==> src/rtl/axil_app_arbiter.sv <==
// Round-robin arbiter sharing the single app-side port of axis_lite_m between NUM_REQ requesters.
// One transaction in flight at a time; all outputs come straight from registers.
//
//   state | meaning
//   IDLE  | no transaction in flight, searching for the next grant
//   ISSUE | start strobe and accept pulse to the granted requester
//   WAIT  | waiting for the matching done pulse from the master
//   RESP  | completion pulse to the granted requester
module axil_app_arbiter #(
    parameter int NUM_REQ = 4,
    parameter int ADDR_W  = 32,
    parameter int DATA_W  = 32
) (
    input  logic                      aclk,
    input  logic                      reset,
    input  logic [NUM_REQ-1:0]        req_valid,
    input  logic [NUM_REQ-1:0]        req_write,
    input  logic [NUM_REQ*ADDR_W-1:0] req_addr,
    input  logic [NUM_REQ*DATA_W-1:0] req_wdata,
    output logic [NUM_REQ-1:0]        req_ready,
    output logic [NUM_REQ-1:0]        rsp_valid,
    output logic [DATA_W-1:0]         rsp_rdata,
    output logic [ADDR_W-1:0]         app_waddr,
    output logic [DATA_W-1:0]         app_wdata,
    output logic                      app_wen,
    input  logic                      app_wdone,
    output logic [ADDR_W-1:0]         app_raddr,
    output logic                      app_ren,
    input  logic [DATA_W-1:0]         app_rdata,
    input  logic                      app_rdone
);

    localparam int PTR_W = (NUM_REQ > 1) ? $clog2(NUM_REQ) : 1;
    localparam logic [PTR_W-1:0] LAST_IDX = PTR_W'(NUM_REQ - 1);

    typedef enum logic [1:0] {
        IDLE  = 2'd0,
        ISSUE = 2'd1,
        WAIT  = 2'd2,
        RESP  = 2'd3
    } state_t;

    state_t           state_q;
    state_t           state_d;
    logic [PTR_W-1:0] rr_ptr;
    logic [PTR_W-1:0] gnt_q;
    logic             wr_q;
    logic [PTR_W-1:0] grant_idx;
    logic             grant_found;
    logic             done_match;
    logic             take_grant;
    logic             take_done;

    // First pending requester at or above rr_ptr, wrapping around.
    always_comb begin
        grant_idx   = '0;
        grant_found = 1'b0;
        for (int k = 0; k < NUM_REQ; k++) begin
            int idx;
            idx = int'(rr_ptr) + k;
            if (idx >= NUM_REQ) begin
                idx = idx - NUM_REQ;
            end
            if (!grant_found && req_valid[idx]) begin
                grant_idx   = PTR_W'(idx);
                grant_found = 1'b1;
            end
        end
    end

    assign done_match = wr_q ? app_wdone : app_rdone;

    always_ff @(posedge aclk or posedge reset) begin
        if (reset) begin
            state_q <= IDLE;
        end else begin
            state_q <= state_d;
        end
    end

    always_comb begin
        state_d = state_q;
        case (state_q)
            IDLE:    if (grant_found) state_d = ISSUE;
            ISSUE:   state_d = WAIT;
            WAIT:    if (done_match) state_d = RESP;
            RESP:    state_d = IDLE;
            default: state_d = IDLE;
        endcase
    end

    assign take_grant = (state_q == IDLE) && grant_found;
    assign take_done  = (state_q == WAIT) && done_match;

    always_ff @(posedge aclk or posedge reset) begin
        if (reset) begin
            rr_ptr    <= '0;
            gnt_q     <= '0;
            wr_q      <= 1'b0;
            req_ready <= '0;
            rsp_valid <= '0;
            rsp_rdata <= '0;
            app_waddr <= '0;
            app_wdata <= '0;
            app_raddr <= '0;
            app_wen   <= 1'b0;
            app_ren   <= 1'b0;
        end else begin
            req_ready <= '0;
            rsp_valid <= '0;
            app_wen   <= 1'b0;
            app_ren   <= 1'b0;

            if (take_grant) begin
                gnt_q                <= grant_idx;
                wr_q                 <= req_write[grant_idx];
                req_ready[grant_idx] <= 1'b1;
                if (req_write[grant_idx]) begin
                    app_wen   <= 1'b1;
                    app_waddr <= req_addr[int'(grant_idx)*ADDR_W +: ADDR_W];
                    app_wdata <= req_wdata[int'(grant_idx)*DATA_W +: DATA_W];
                end else begin
                    app_ren   <= 1'b1;
                    app_raddr <= req_addr[int'(grant_idx)*ADDR_W +: ADDR_W];
                end
            end

            if (take_done) begin
                rsp_valid[gnt_q] <= 1'b1;
                rsp_rdata        <= wr_q ? '0 : app_rdata;
            end

            // Pointer moves past the served requester only once its response is out.
            if (state_q == RESP) begin
                rr_ptr <= (gnt_q == LAST_IDX) ? '0 : gnt_q + 1'b1;
            end
        end
    end

endmodule

==> config.mk <==
export PLATFORM = sky130hd
export DESIGN_NAME = axil_app_arbiter
export DESIGN_NICKNAME = d
export VERILOG_FILES = /design/src/rtl/axil_app_arbiter.sv
export SDC_FILE = /design/constraint.sdc
export NUM_CORES = 1
export LEC_CHECK = 0
export CAP_MARGIN = 40
export CELL_PAD_IN_SITES_DETAIL_PLACEMENT = 0
export CELL_PAD_IN_SITES_GLOBAL_PLACEMENT = 1
export CORE_MARGIN = 5
export CORE_UTILIZATION = 26
export CTS_CLUSTER_SIZE = 40
export DETAILED_ROUTE_END_ITERATION = 16
export MAX_ROUTING_LAYER = met4
export PLACE_DENSITY_LB_ADDON = 0.1
export SLEW_MARGIN = 10
export SYNTH_ARGS = -nofsm -noshare
export SYNTH_HDL_FRONTEND = slang
export SYNTH_SLANG_ARGS = --single-unit
==> constraint.sdc <==
create_clock -name aclk -period 4.42 [get_ports aclk]
set_clock_uncertainty 0.15 [all_clocks]
set_input_delay 0.663 -clock aclk [delete_from_list [all_inputs] [get_ports aclk]]
set_output_delay 0.663 -clock aclk [all_outputs]
set_load 0.05 [all_outputs]
==> impl_results.md, run 1 <==
- Iteration-0 DRC Markers: between 150 and 200
- Post-DP HPWL: 21,800 µm
- Period utilisation layout: between 60% and 70%
- Post-synthesis compound-gate area fraction: 3.60%
- Synth warn: 0
- Wirelength per Cell: between 15 and 20 µm
- Clk_lat worst skew: 410 ps
- Worst hold start: rsp_rdata[11]
- Final setup viols: 0
- CTS H-tree lvls: 4
- Worst-Margin Slew: between 600 and 700 ps
- Worst R2R Setup Slack: 1740 ps
- Antenna Nets Post-Route: 0
- Distinct cells, synth: 27
- Clock buffer count from CTS: 17
- Crit-path max FO: 44
- Post-CTS sizing: 0
- N_diodes: 0
- Site Rows: 64
- Max Cap Viol: 0
- Largest net degree at the start of global routing: between 70 and 80
- Logic pwr share: about 62%
- Switching Share: between 40% and 50%
- Clock transition at path regs: 70 ps
- Antenna violations before repair: 0
- Setup TNS: 0 ps
- Netlist Area Pre-Place: between 0.007 and 0.008 mm²
- CP Class: primary input to flip-flop
- Outcome: completed
- Hold Crit Depth: 2
- PwrDens: approximately 740 mW/mm²
- Mapped Cells: about 700
- F_max: around 0.35 GHz
- Vias: ~6.5k
- Clk sinks: approximately 150
- Final-report hold violation count: 0
- Slew headroom: between 50% and 60%
- Reg power frac: between 20% and 30%
- Chip Height: 185 µm
- CP Data Required Time: between 4000 and 5000 ps
- DRT Pass-1 Iters: 4
- Overall power: just under 10,000 µW
- Post-synth EDFFs: 0
- Primary FF master, synth: dfrtp_1
- Hold/Removal Path Class: flip-flop to flip-flop
- Sequential-to-total area share from yosys stat: a little under half
- Adder-Cell Fraction of Synth Area: ~1.1%
- Clock power frac: ~15%
- # fillers: just under 3k
- #FFs+latches synth: about 150
- Area occupied by multi-input gates: between 0.003 and 0.004 mm²
- IO buf count: about 440
- Int Pwr: 5160 µW
- GPL Wtd Cong: 0.754
- Leak pwr: roughly 0.006 µW
- GR Overflow Total: 0
- Ranking of synthesized cells by area: dfrtp_1, mux2i_1, mux2_2
- First-pass GRT wire length: about 41,000 µm
- Initial Util: between 20% and 30%
- Nets: around 1.4k
- IO Pins: 438
- RSZ-0062 raised after global routing: no
- Synth-to-Final Area Change: 67.8%
- Vias in the first global route: roughly 7k
- Post-route non-filler standard cell count: 1,538
- Share of cells above drive strength 1: 8.76%
- Routed wire length: around 28,000 µm
- Worst r2r src: rr_ptr[1]
- Post-synth top area share: 45.4%
- Post-layout minimum cycle time: roughly 2900 ps
- Area leader, netlist: dfrtp_1
- Maximum vdd drop: between 0.3 and 0.4 mV
- Post-synthesis mux area share: 37.7%
- Crit path arrival time: approximately 3000 ps
- Net count of the mapped netlist: between 1k and 1.5k
- XOR/XNOR Fraction of Synth Area: 0%
- Syn_area_per_cell: roughly 11 µm²
- Die span in x: 185 µm
- CP Launch Type: primary input
- All-Layer GR Usage: 15.9%
- Final hold slack: 331 ps
- Vias/cell: around 4.2
- FF+latch area: between 0.003 and 0.004 mm²
- Worst setup EP type: flip-flop
- Die ar.: between 0.03 and 0.04 mm²
- Reg2reg end: app_wdata[29]
- Max clock buf depth: 2
- Placeable Area: a little over 0.03 mm²
- Ys async rst share: 100%
- Largest family of logic cells by synthesized area: multiplexers
- Post-CTS Setup Repair Bufs: 0
- Post-CTS Hold Buffers: 0
- Post-Synth Simple-Gate Area: under 10%
- Register-to-Register Path Depth: 7
- Max-slew violations: 0
- P_sw: around 4700 µW
- CTS tree: built
- WHS Endpoint: rsp_rdata[11]
- Post-placement cell count: approximately 1.5k
- Root buf cell: clkbuf_16
- DRC: 0
power by group through the flow:
stage | clock network (µW) | logic, µW | registers (µW)
floorplan | 0 | 2060 | 4340
global placement | 0 | 6240 | 2310
detailed placement | 0 | 6260 | 2310
CTS | 1510 | 6270 | 2300
global route | 1560 | 6520 | 2380
finish | 1450 | 6140 | 2290
Yosys cell counts, drive strengths merged, types with 2 or more instances:
| cell type | n |
|---|---|
| a21oi | 4 |
| buf | 30 |
| clkbuf | 12 |
| dfrtp | 145 |
| ha | 7 |
| inv | 77 |
| mux2 | 66 |
| mux2i | 227 |
| nand2 | 38 |
| nand2b | 36 |
| nor2 | 13 |
| o21ai | 36 |
| o22ai | 2 |
layer usage:
| layer | routed length, µm | vias up | GRT usage, % |
|---|---|---|---|
| li1 | - | 3236 | - |
| met1 | 11000 | 3028 | 17.9 |
| met2 | 14000 | 257 | 27.6 |
| met3 | 2590 | 15 | 5.54 |
| met4 | 260 | 0 | 3.35 |
| met5 | 0 | - | - |
final cells by class:
class / instances / area share, %
well taps: 396 / 3.70
multi-input cells: 437 / 28.8
clock inverters: 13 / 1.14
flip-flops and latches: 145 / 27.1
inverters: 77 / 2.18
repair buffers: 451 / 33.9
clock buffers: 19 / 3.23
per-stage QoR:
stage	utilization [%]	worst slack (ps)	area [µm²]
floorplan	-	1790	7990
global placement	42.1	1170	12800
detailed placement	42.1	1130	12800
CTS	44.0	1580	13400
global route	44.0	1430	13400
finish	44.0	1560	13400
logic make-up after synthesis:
| logic type | after synthesis |
|---|---|
| fa+ha+maj | 7 |
| flops | 145 |
| buf+inv | 119 |
| compound gates | 47 |
| mux | 293 |
| simple gates | 90 |
registers in the layout (all words and copies together) (netlist names), 4 cells and up:
register	cells
app_wdata	32
req_ready	4
app_raddr	32
rsp_valid	4
app_waddr	32
rsp_rdata	32
critical path, stage by stage:
cell and delay [ps]:
clkdlybuf4s50_1 470, mux2i_1 190, o22ai_2 120, nor2_4 170, mux2i_1 460, a2bb2oi_4 220
buf_12 270, mux2_2 380
worst max-delay path by stage:
| stage | from | to | cells after the start |
|---|---|---|---|
| 5_1_grt | req_valid[2] | app_wdata[31] | 8 |
| 4_1_cts | req_valid[2] | app_wdata[31] | 8 |
| 6_report | req_valid[2] | app_wdata[29] | 8 |
| 3_3_place_gp | req_valid[2] | app_wdata[22] | 8 |
| 3_5_place_dp | req_valid[2] | app_wdata[26] | 8 |
| 2_1_floorplan | reset | app_raddr[0] | 1 |
placed cells by master (no fill, tap or decap), drive strengths merged, types with 2 or more instances in the layout:
master,count
clkdlybuf4s50,437
mux2i,227
dfrtp,145
inv,80
mux2,66
nand2,38
nand2b,36
o21ai,36
clkbuf,19
buf,14
nor2,13
ha,7
clkinv,5
a21oi,4
clkinvlp,3
bufinv,2
o22ai,2
Power figures use the tool's default switching activity.
==> run 2, diff against run 1 <==
==> constraint.sdc (replaced) <==
create_clock -name aclk -period 2.4 [get_ports aclk]
set_clock_uncertainty 0.15 [all_clocks]
set_input_delay 0.36 -clock aclk [delete_from_list [all_inputs] [get_ports aclk]]
set_output_delay 0.36 -clock aclk [all_outputs]
set_load 0.05 [all_outputs]
==> run 2 against run 1 <==
Via count is 4.5% higher. Die area stayed put. Critical path depth grew 1. Hold slack lost 42 ps. Non-clock buffer count up 66. Largest power group unchanged.
==> impl_results.md, run 2 (synthesis results as in run 1) <==
- Worst setup EP type: flip-flop
- Die ar.: around 0.034 mm²
- Antenna Nets Post-Route: 0
- Slew headroom: between 60% and 70%
- Die span in x: approximately 190 µm
- Switching Share: 46.8%
- P_sw: 9300 µW
- First-pass GRT wire length: ~42,000 µm
- Vias: 6,828
- Largest net degree at the start of global routing: 75
- GPL Wtd Cong: 0.766
- Antenna violations before repair: 0
- Site Rows: 64
- Final setup viols: 0
- Cell Area, Placed: roughly 0.013 mm²
- Clock transition at path regs: ~70 ps
- Post-CTS Hold Buffers: 0
- Initial Util: a little over a quarter
- Setup TNS: 0 ps
- F_max: ~0.42 GHz
- Clk sinks: approximately 150
- Crit-path slowest cell: dfrtp_2
- IO buf count: roughly 440
- Post-placement cell count: 1,538
- Iteration-0 DRC Markers: about 270
- Nets: ~1.5k
- IO Pins: approximately 440
- Root buf cell: clkbuf_16
- Worst R2R Setup Slack: roughly 9.9 ps
- Clock power frac: about an eighth
- PwrDens: 1380 mW/mm²
- CTS tree: built
- Clk_lat worst skew: approximately 420 ps
- Int Pwr: about 11,000 µW
- Leak pwr: about 0.0066 µW
- Period utilisation layout: 99.6%
- All-Layer GR Usage: between 15 and 20%
- Maximum vdd drop: just under 0.7 mV
- Vias in the first global route: between 7k and 8k
- Worst-Margin Slew: roughly 600 ps
- CP top delay family: multiplexers
- Post-route cell area: around 0.014 mm²
- Crit path arrival time: 2550 ps
- Most frequent cells in the layout: clkdlybuf4s50_1, mux2i_1, dfrtp_1
- Placeable Area: 0.0304 mm²
- CP Data Required Time: between 2000 and 3000 ps
- CP Cell Sequence: buf_6, nand2_1, o22ai_2, nor2_4, mux2_4, a2bb2oi_4, buf_12, clkbuf_16, mux2_2
- Vias/cell: between 4 and 5
- Worst Path Buf+Inv: 3
- Logic pwr share: approximately 66%
- N_diodes: 0
- CTS H-tree lvls: 4
- Final-report hold violation count: 0
- Routed wire length: ~30,000 µm
- Synth-to-Final Area Change: 80.5%
- Outcome: completed
- Overall power: between 15,000 and 20,000 µW
- Commonest non-fill, non-tap cell in the layout: clkdlybuf4s50_1
- # fillers: approximately 2.8k
- Max Cap Viol: 0
- CP Launch Type: flip-flop
- RSZ-0062 raised after global routing: yes
- Post-DP HPWL: between 20,000 and 25,000 µm
- GR Overflow Total: 0
- CP Class: flip-flop to flip-flop
- Chip Height: between 150 and 200 µm
- Clock buffer count from CTS: 17
- Post-route non-filler standard cell count: between 1.5k and 2k
- Max clock buf depth: 2
- Max incr delay on CP: between 400 and 500 ps
- Hold/Removal Path Class: primary input to async pin
- Wirelength per Cell: between 15 and 20 µm
- Share of cells above drive strength 1: between 10% and 20%
- Post-layout minimum cycle time: 2390 ps
- Reg power frac: approximately a fifth
- DRT Pass-1 Iters: 4
- Max-slew violations: 0
- Crit-path max FO: 6
- DRC: 0
-- run 2: power groups by stage --
stage / clock network, µW / registers (µW) / logic (µW)
after floorplan: 0 / 7990 / 3790
after global placement: 0 / 4230 / 12000
after detailed placement: 0 / 4240 / 12000
after CTS: 2690 / 4230 / 12100
after global routing: 2800 / 4390 / 13800
final: 2610 / 4230 / 13000
-- run 2: repair_timing --
item / in CTS / in global routing
buffers inserted: 1 / 22
setup endpoints to repair: 53 / 87
cloned: 1 / 11
gates resized for setup: 6 / 56
pin swaps: 2 / 3
-- run 2: path summary, 6_finish.rpt --
| path | startpoint | endpoint | cells after the start |
|---|---|---|---|
| min | reset | app_waddr[22] | 3 |
| max | rr_ptr[1] | app_wdata[27] | 9 |
| min reg2reg | rsp_rdata[11] | rsp_rdata[11] | 2 |
| max in group asynchronous | reset | app_raddr[29] | 3 |
| min in group aclk | app_rdata[9] | rsp_rdata[9] | 3 |
| max reg2reg | rr_ptr[1] | app_wdata[27] | 9 |
-- run 2: routing by layer --
metal / wire length [µm] / vias to the layer above / global-route usage, %
met5: 0 / - / -
met4: 281 / 0 / 3.29
met3: 2560 / 18 / 5.68
met2: 15600 / 262 / 28.1
met1: 12300 / 3186 / 18.9
li1: - / 3362 / -
-- run 2: worst register-to-register path, cell delays in order (launching register included) --
cell and delay (ps):
dfrtp_2 440, buf_6 140, nand2_1 70, o22ai_2 100
nor2_4 190, mux2_4 350, a2bb2oi_4 160, buf_12 170
clkbuf_16 180, mux2_2 330
-- run 2: layout make-up --
cell class              instances  area, µm²  area share (%)
repair buffers                517       5440            37.8
multi-input cells             437       3990            27.7
flip-flops and latches        145       3630            25.2
well taps                     396        495            3.44
clock buffers                  17        425            2.95
inverters                      77        293            2.03
clock inverters                15        138           0.955
-- run 2: metrics by stage --
step | hold slack, ps | setup slack, ps | util, %
floorplan | 339 | 71.0 | -
global placement | 310 | -358 | 43.2
detailed placement | 319 | -432 | 43.2
CTS | 293 | 0.161 | 45.3
global route | 320 | -79.7 | 47.4
finish | 289 | 9.88 | 47.4
